<file path="src/rtl/mem_bus_ctrl_pkg.sv">
// Shared definitions for the memory-stage bus controller: bus widths, aluop codes,
// FSM state encoding and op-class helpers.
package mem_bus_ctrl_pkg;

  localparam int RegBus     = 32;
  localparam int RegAddrBus = 5;
  localparam int AluOpBus   = 8;

  localparam logic [RegBus-1:0] ZeroWord = '0;

  localparam logic [AluOpBus-1:0] EXE_NOP_OP = 8'h00;
  localparam logic [AluOpBus-1:0] EXE_ADD_OP = 8'h20;
  localparam logic [AluOpBus-1:0] EXE_LB_OP  = 8'he0;
  localparam logic [AluOpBus-1:0] EXE_LH_OP  = 8'he1;
  localparam logic [AluOpBus-1:0] EXE_LW_OP  = 8'he3;
  localparam logic [AluOpBus-1:0] EXE_LBU_OP = 8'he4;
  localparam logic [AluOpBus-1:0] EXE_LHU_OP = 8'he5;
  localparam logic [AluOpBus-1:0] EXE_SB_OP  = 8'he8;
  localparam logic [AluOpBus-1:0] EXE_SH_OP  = 8'he9;
  localparam logic [AluOpBus-1:0] EXE_SW_OP  = 8'heb;

  typedef enum logic [1:0] {
    ST_IDLE = 2'd0,
    ST_BUSY = 2'd1,
    ST_DONE = 2'd2
  } mem_state_t;

  function automatic logic is_load_op(input logic [AluOpBus-1:0] op);
    case (op)
      EXE_LB_OP, EXE_LBU_OP, EXE_LH_OP, EXE_LHU_OP, EXE_LW_OP: is_load_op = 1'b1;
      default: is_load_op = 1'b0;
    endcase
  endfunction

  function automatic logic is_mem_op(input logic [AluOpBus-1:0] op);
    case (op)
      EXE_SB_OP, EXE_SH_OP, EXE_SW_OP: is_mem_op = 1'b1;
      default: is_mem_op = is_load_op(op);
    endcase
  endfunction

endpackage

</file>
<file path="src/rtl/mem_bus_ctrl_lane_align.sv">
// mem_lane_align: big-endian byte-lane select, store replication and load extension.
// Purely combinational; the controller registers whatever it needs.
module mem_lane_align
  import mem_bus_ctrl_pkg::*;
(
  input  logic [AluOpBus-1:0] aluop,
  input  logic [1:0]          addr_lo,
  input  logic [RegBus-1:0]   reg2,
  input  logic [RegBus-1:0]   rdata,
  output logic [3:0]          sel,
  output logic [RegBus-1:0]   wdata,
  output logic [RegBus-1:0]   load_data
);

  logic [7:0]  rd_byte;
  logic [15:0] rd_half;

  always_comb begin
    rd_byte = 8'h00;
    case (addr_lo)
      2'b00: rd_byte = rdata[31:24];
      2'b01: rd_byte = rdata[23:16];
      2'b10: rd_byte = rdata[15:8];
      2'b11: rd_byte = rdata[7:0];
      default: ;
    endcase
    rd_half = addr_lo[1] ? rdata[15:0] : rdata[31:16];
  end

  always_comb begin
    sel       = 4'b0000;
    wdata     = reg2;
    load_data = ZeroWord;
    case (aluop)
      EXE_LB_OP, EXE_LBU_OP, EXE_SB_OP: sel = 4'b1000 >> addr_lo;
      EXE_LH_OP, EXE_LHU_OP, EXE_SH_OP: sel = addr_lo[1] ? 4'b0011 : 4'b1100;
      EXE_LW_OP, EXE_SW_OP:             sel = 4'b1111;
      default: ;
    endcase
    case (aluop)
      EXE_SB_OP:  wdata     = {4{reg2[7:0]}};
      EXE_SH_OP:  wdata     = {2{reg2[15:0]}};
      EXE_LB_OP:  load_data = {{24{rd_byte[7]}}, rd_byte};
      EXE_LBU_OP: load_data = {24'h000000, rd_byte};
      EXE_LH_OP:  load_data = {{16{rd_half[15]}}, rd_half};
      EXE_LHU_OP: load_data = {16'h0000, rd_half};
      EXE_LW_OP:  load_data = rdata;
      default: ;
    endcase
  end

endmodule

</file>
<file path="src/rtl/mem_bus_ctrl.sv">
// Memory-stage data-bus controller: stalls the pipeline around one bus transaction per
// load/store. Optional misalignment trap enabled by defining MEM_ALIGN_CHK_EN.
//
// state | meaning
// IDLE  | no transaction; a memory op stalls and launches the request
// BUSY  | request outstanding, bus outputs frozen until dbus_ack
// DONE  | result available, stall released, back to IDLE next edge
module mem_bus_ctrl
  import mem_bus_ctrl_pkg::*;
(
  input  logic                  clk,
  input  logic                  rst,
  input  logic [RegAddrBus-1:0] mem_wd,
  input  logic                  mem_wreg,
  input  logic [RegBus-1:0]     mem_wdata,
  input  logic [AluOpBus-1:0]   mem_aluop,
  input  logic [RegBus-1:0]     mem_mem_addr,
  input  logic [RegBus-1:0]     mem_reg2,
  output logic [RegAddrBus-1:0] wb_wd,
  output logic                  wb_wreg,
  output logic [RegBus-1:0]     wb_wdata,
  output logic                  stallreq,
  output logic                  align_exc,
  output logic                  dbus_req,
  output logic                  dbus_we,
  output logic [RegBus-1:0]     dbus_addr,
  output logic [3:0]            dbus_sel,
  output logic [RegBus-1:0]     dbus_wdata,
  input  logic [RegBus-1:0]     dbus_rdata,
  input  logic                  dbus_ack
);

  mem_state_t        state, state_nxt;
  logic              mem_op, load_op, misaligned, go;
  logic [3:0]        lane_sel;
  logic [RegBus-1:0] lane_wdata, lane_load, load_data_q;

  assign mem_op  = is_mem_op(mem_aluop);
  assign load_op = is_load_op(mem_aluop);

`ifdef MEM_ALIGN_CHK_EN
  always_comb begin
    misaligned = 1'b0;
    case (mem_aluop)
      EXE_LH_OP, EXE_LHU_OP, EXE_SH_OP: misaligned = mem_mem_addr[0];
      EXE_LW_OP, EXE_SW_OP:             misaligned = |mem_mem_addr[1:0];
      default: ;
    endcase
  end
`else
  assign misaligned = 1'b0;
`endif

  assign go        = mem_op & ~misaligned;
  assign align_exc = ~rst & misaligned;

  mem_lane_align u_lane (
    .aluop    (mem_aluop),
    .addr_lo  (mem_mem_addr[1:0]),
    .reg2     (mem_reg2),
    .rdata    (dbus_rdata),
    .sel      (lane_sel),
    .wdata    (lane_wdata),
    .load_data(lane_load)
  );

  always_comb begin
    state_nxt = state;
    case (state)
      ST_IDLE: if (go) state_nxt = ST_BUSY;
      ST_BUSY: if (dbus_ack) state_nxt = ST_DONE;
      ST_DONE: state_nxt = ST_IDLE;
      default: state_nxt = ST_IDLE;
    endcase
  end

  assign stallreq = ~rst & (((state == ST_IDLE) & go) | (state == ST_BUSY));
  assign wb_wd    = mem_wd;
  assign wb_wreg  = mem_wreg & ~align_exc;
  assign wb_wdata = load_op ? load_data_q : mem_wdata;

  always_ff @(posedge clk or posedge rst) begin
    if (rst) begin
      state       <= ST_IDLE;
      dbus_req    <= 1'b0;
      dbus_we     <= 1'b0;
      dbus_addr   <= ZeroWord;
      dbus_sel    <= 4'b0000;
      dbus_wdata  <= ZeroWord;
      load_data_q <= ZeroWord;
    end else begin
      state <= state_nxt;
      case (state)
        ST_IDLE: if (go) begin
          dbus_req   <= 1'b1;
          dbus_we    <= ~load_op;
          dbus_addr  <= {mem_mem_addr[RegBus-1:2], 2'b00};
          dbus_sel   <= lane_sel;
          dbus_wdata <= lane_wdata;
        end
        ST_BUSY: if (dbus_ack) begin
          dbus_req <= 1'b0;
          dbus_we  <= 1'b0;
          if (load_op) load_data_q <= lane_load;
        end
        default: ;
      endcase
    end
  end

endmodule

</file>
<file path="config.mk">
export PLATFORM = sky130hd
export DESIGN_NAME = mem_bus_ctrl
export DESIGN_NICKNAME = d
export VERILOG_FILES = /design/src/rtl/mem_bus_ctrl_pkg.sv /design/src/rtl/mem_bus_ctrl_lane_align.sv /design/src/rtl/mem_bus_ctrl.sv
export SDC_FILE = /design/constraint.sdc
export NUM_CORES = 1
export LEC_CHECK = 0
export BUFFER_PORTS_ARGS = -buffer_cell sky130_fd_sc_hd__buf_2
export CAP_MARGIN = 20
export CORE_ASPECT_RATIO = 1.4
export CORE_UTILIZATION = 51
export DETAILED_ROUTE_END_ITERATION = 7
export HOLD_SLACK_MARGIN = 0.03
export PLACE_DENSITY_LB_ADDON = 0.1
export REMOVE_ABC_BUFFERS = 1
export SETUP_SLACK_MARGIN = 0.05
export SLEW_MARGIN = 40
export SYNTH_ARGS = -nofsm -noshare
export SYNTH_HDL_FRONTEND = slang
export SYNTH_SLANG_ARGS = --single-unit
</file>
<file path="constraint.sdc">
create_clock -name clk -period 7.4 [get_ports clk]
set_input_delay 1.48 -clock clk [delete_from_list [all_inputs] [get_ports clk]]
set_output_delay 1.48 -clock clk [all_outputs]
set_load 0.005 [all_outputs]
</file>
---- Yosys cells after proc, flatten, opt, wreduce, memory -nomap -nowiden ----
Cells that the tools add are included.
storage, ports and cells
  flip-flop bits (word level) ............. 102
  input port bits ......................... 145
  output and inout bits ................... 110
  logic and storage cells ................. 56
cells by class
  equality and inequality tests ........... 14
  shifts and indexed selects .............. 1
  multiplexer cells ....................... 17
  bitwise logic cells ..................... 5
  reductions and logical operators ........ 12
operator list
  operator                                                           number
  32-bit one-hot mux with 5 select lines                             1
  8-bit == test, second input constant                               8
  32-bit one-hot mux with 2 select lines                             1
  32-bit two-way mux                                                 1
  8-bit one-hot mux with 4 select lines                              1
  16-bit two-way mux                                                 1
  4-bit one-hot mux with 3 select lines                              1
  3-bit OR reduction                                                 3
  3-bit AND reduction                                                2
  1-bit two-way mux                                                  5
  5-bit OR reduction                                                 1
  2-bit by 1-bit == test with 1-bit output, second input constant    2
  2-bit == test, second input constant                               2
  2-bit zero test                                                    2
  2-bit two-way mux                                                  2
  4-bit two-way mux                                                  1
  2-bit != test, second input constant                               2
  1-bit one-hot mux with 2 select lines                              2
  2-bit one-hot mux with 2 select lines                              1
  2-bit AND reduction                                                2
  4-bit by 2-bit >> shifter with 4-bit output, first input constant  1
  1-bit AND                                                          2
  1-bit NOT                                                          2
  2-bit nonzero test                                                 1
  2 further kinds                                                    2

---- Longest topological paths before layout ----
  word-level depth ........................ 7
  gate-level depth with buffers ........... 7
  depth with buffers taken out ............ 4

---- Cells and area by module ----
A second synthesis with hierarchy kept.
unflattened totals
  cells, all modules ...................... 405
  area, all modules ....................... 5,650.4 sq um
modules (own cells, without submodules)
  module          instances  cells each  area each (sq um)  sequential area each (sq um)
  mem_bus_ctrl    1          274         4,374.2            2,552.4
  mem_lane_align  1          131         1,276.2            0.0

---- Least setup slack after synthesis ----
No wires, ideal clock.
  path type ............................... input -> output
  from .................................... input mem_aluop[4]
  to ...................................... output wb_wdata[10]
  arrival time ............................ 2.763 ns
  required time ........................... 5.920 ns
  setup slack ............................. 3.157 ns
  cell stages on the path ................. 7
  buffers on the path ..................... 3
  cell sequence ........................... and4b_1 > buf_4 > nand2b_1 > buf_2 > a21oi_4 > buf_4 > mux2_2
on the way
  word-level cells in the longest chain between the ends .. 4
  elaborated cells on any way between the ends .. 8
  classes of those cells .................. 5 x eq/ne; 2 x mux; 1 x reduce/logical
RTL lines
  item                  RTL line                text
  from (decl)           mem_bus_ctrl.sv:16      input logic [AluOpBus-1:0] mem_aluop,
  8-bit == test         mem_bus_ctrl_pkg.sv:29  case (op)
  5-bit OR reduction *  mem_bus_ctrl_pkg.sv:29
  1-bit two-way mux *   mem_bus_ctrl_pkg.sv:29
  32-bit two-way mux *  mem_bus_ctrl.sv:80      assign wb_wdata = load_op ? load_data_q : mem_wdata;
  to (decl)             mem_bus_ctrl.sv:21      output logic [RegBus-1:0] wb_wdata,
Mark *: on every way between the ends. The rest lies on a longest branch, timed or not.

---- Worst setup path after layout ----
  from .................................... input mem_aluop[4]
  to ...................................... output wb_wdata[1]
The elaborated chain is that of the path after synthesis.

==> reports/results.ini <==
[route]
firstDrtPassIters=5
drt_iter0_drc=207
wl_per_cell_um=16.66
drc_errors=0
detail-route-antenna-nets=0
vias=4650
wl_um=13960
post_drt_via_cell_ratio=5.549

[power_and_ir_drop]
powerDensity_nw_per_um2=218.3
leakagePower_nw=3.343
worst_ir_drop_vdd_v=0.0001432

[cells_and_area]
fin_util_pct=65.93
final_layout_size_suffix_gt1_share_pct=49.86
register_area_um2=2552
antenna_cells=0
mostFrequentLayoutCell=buf_2
final_cell_mix=buf_2, dfrtp_1, mux2_2, nor2_1, nand2_1
n_fill_cell=863
area_delta_synth_final_pct=26.60
layout.cells.non_filler=838
nets=840
multi_input_area_um2=2566

[worst_hold_path]
hold_path_class=reg2reg
holdPathEnd=dbus_wdata[28]
hold_path_startpoint=dbus_wdata[28]
hold_path_depth=2

[floorplanning]
core_region_area_um2=10350
pin_count=255
rows=44
initial_core_util_pct=52.08
die-area_um2=10990
chipWidth_um=88.89
die_h_um=123.6

[yosys]
synth_compound_area_share_pct=15.74
synth_edf_count=0
synth_simple_gate_area_share_pct=11.54
synthFlopType=dfrtp_1
yosysWarnings=0
yosys-mux-area-fraction_pct=19.85
async_flop_share_pct=100.0
netlist_instances=488
ys_ff_latch=102
synthXorXnorAreaFrac_pct=0
synthesis.area_um2=5390
synth_top_family_by_area=multiplexers
ys_types=47
syn_avg_cell_area_um2=11.05
synth_top_area_cell=dfrtp_1
yosys.area.top_type_share_pct=47.35
synth.area.top_cells=dfrtp_1, mux2_2, nor2_1
synthAdderAreaFrac_pct=0
ys_seq_area_share_pct=47.35

[setup_path]
critical_path_class=in2out
cp-end-kind=output port
critPathMaxFanout=19
r2r_slack_ps=5210
r2r-start=state[1]
required_ps=5920
rr_worst_depth=5
cp-start-kind=primary input
startpoint=mem_aluop[4]
cp.arrival_ps=3890
r2r_end=load_data_q[12]

[sta]
finalHoldViolCount=0
period_share_pct=72.57
worst_pin_slew_ps=716.6
skew_ps=4.987
drv_slew=0
rsz0062_at_grt=false
max_freq_ghz=0.1862
tns_ps=0
setup_violations=0
min_period_ps=5370
max_slew_margin_pct=52.23

[global_routing]
antenna_found_initial=0
grt_start_max_net_pins=98
grt-ovfl-total=0
grt_pass1_vias=4484
grt_usage_pct=25.80
grt_first_pass_wirelength_um=21290

[clocking]
clk_pin_slew_ps=70
clk_latency_ps=340
root_buffer=clkbuf_16
hold_buffers=0
cts_tree=built
post-cts-setup-buffers=0
htreeDepth=3
cts_resized=0
cts_buffers=9
clkSinkCount=102
clockBufferDepth=2

[place]
gp_congestion=0.8294
dp_hpwl_um=10130
dp.cells=822
numPortBuffers=239

[run_status]
outcome=completed

[flow_run]
maxCapViolations=0

## critical path, cell delays in order
cell and delay [ps]:
buf_2 100, and4b_1 490, nand2b_1 460, a21oi_4 600, buf_8 260, mux2_2 360
buf_2 130
## area by class of cell
class / count / area share [%]
clock buffer: 11 / 3.557
tap: 138 / 2.530
timing repair buffer: 244 / 18.24
sequential: 102 / 37.40
multi-input combinational: 336 / 37.61
clock inverter: 5 / 0.5134
inverter: 2 / 0.1467
## per-stage QoR
| stage | instance area (um^2) | hold slack [ps] | worst slack [ps] | power (mW) |
|---|---|---|---|---|
| 2_1_floorplan | 5111 | 458.6 | 1885 | 0.8702 |
| 3_3_place_gp | 6521 | 455.9 | 1910 | 1.045 |
| 3_5_place_dp | 6544 | 464.7 | 2027 | 1.059 |
| 4_1_cts | 6822 | 483.5 | 2014 | 1.507 |
| 5_1_grt | 6824 | 492.8 | 1869 | 1.571 |
| 6_report | 6824 | 475.9 | 2030 | 1.489 |
## state kept, by name (all words and copies together) (netlist names)
register,cells
dbus_req,1
dbus_addr,30
load_data_q,32
dbus_we,1
dbus_sel,4
dbus_wdata,32
state,2
## cell usage after synthesis (all sizes together), types with 5 or more instances
cell type	count
buf	41
mux2	71
a2bb2oi	5
a31oi	16
a21oi	9
nor2b	10
a211oi	8
dfrtp	102
o21ai	28
nand3	5
o31ai	16
mux4	8
a32oi	16
nor2	49
mux2i	9
clkbuf	9
nand2	33
o22a	8
and2	16
## power by group
group          total, mW  internal (mW)  switching, mW
registers          0.711          0.661         0.0500
clock network      0.444          0.238          0.206
logic              0.335          0.185          0.149
total               1.49           1.08          0.405
## kinds of logic (layout without fill, tap and decap cells)
logic type      Yosys count  count (layout)
compound gates          118             118
mux                      88              88
simple gates            127             127
flops                   102             102
other cells               1               3
buf+inv                  52             262
## worst max path at each step
stage                        to  slack, ps  cells after the start
floorplan              stallreq       1880                      3
global placement    wb_wdata[7]       1910                      6
detailed placement  wb_wdata[1]       2030                      7
CTS                 wb_wdata[1]       2010                      7
global route        wb_wdata[1]       1870                      7
finish              wb_wdata[1]       2030                      7
## layer usage
| metal | global-route usage (%) | part of all wire, % |
|---|---|---|
| met3 | 7.025 | 8.6 |
| met5 | 0 | 0 |
| met1 | 30.25 | 38 |
| met4 | 13.10 | 3.1 |
| met2 | 43.08 | 50 |
No activity file was read; power rests on OpenSTA's default activity.
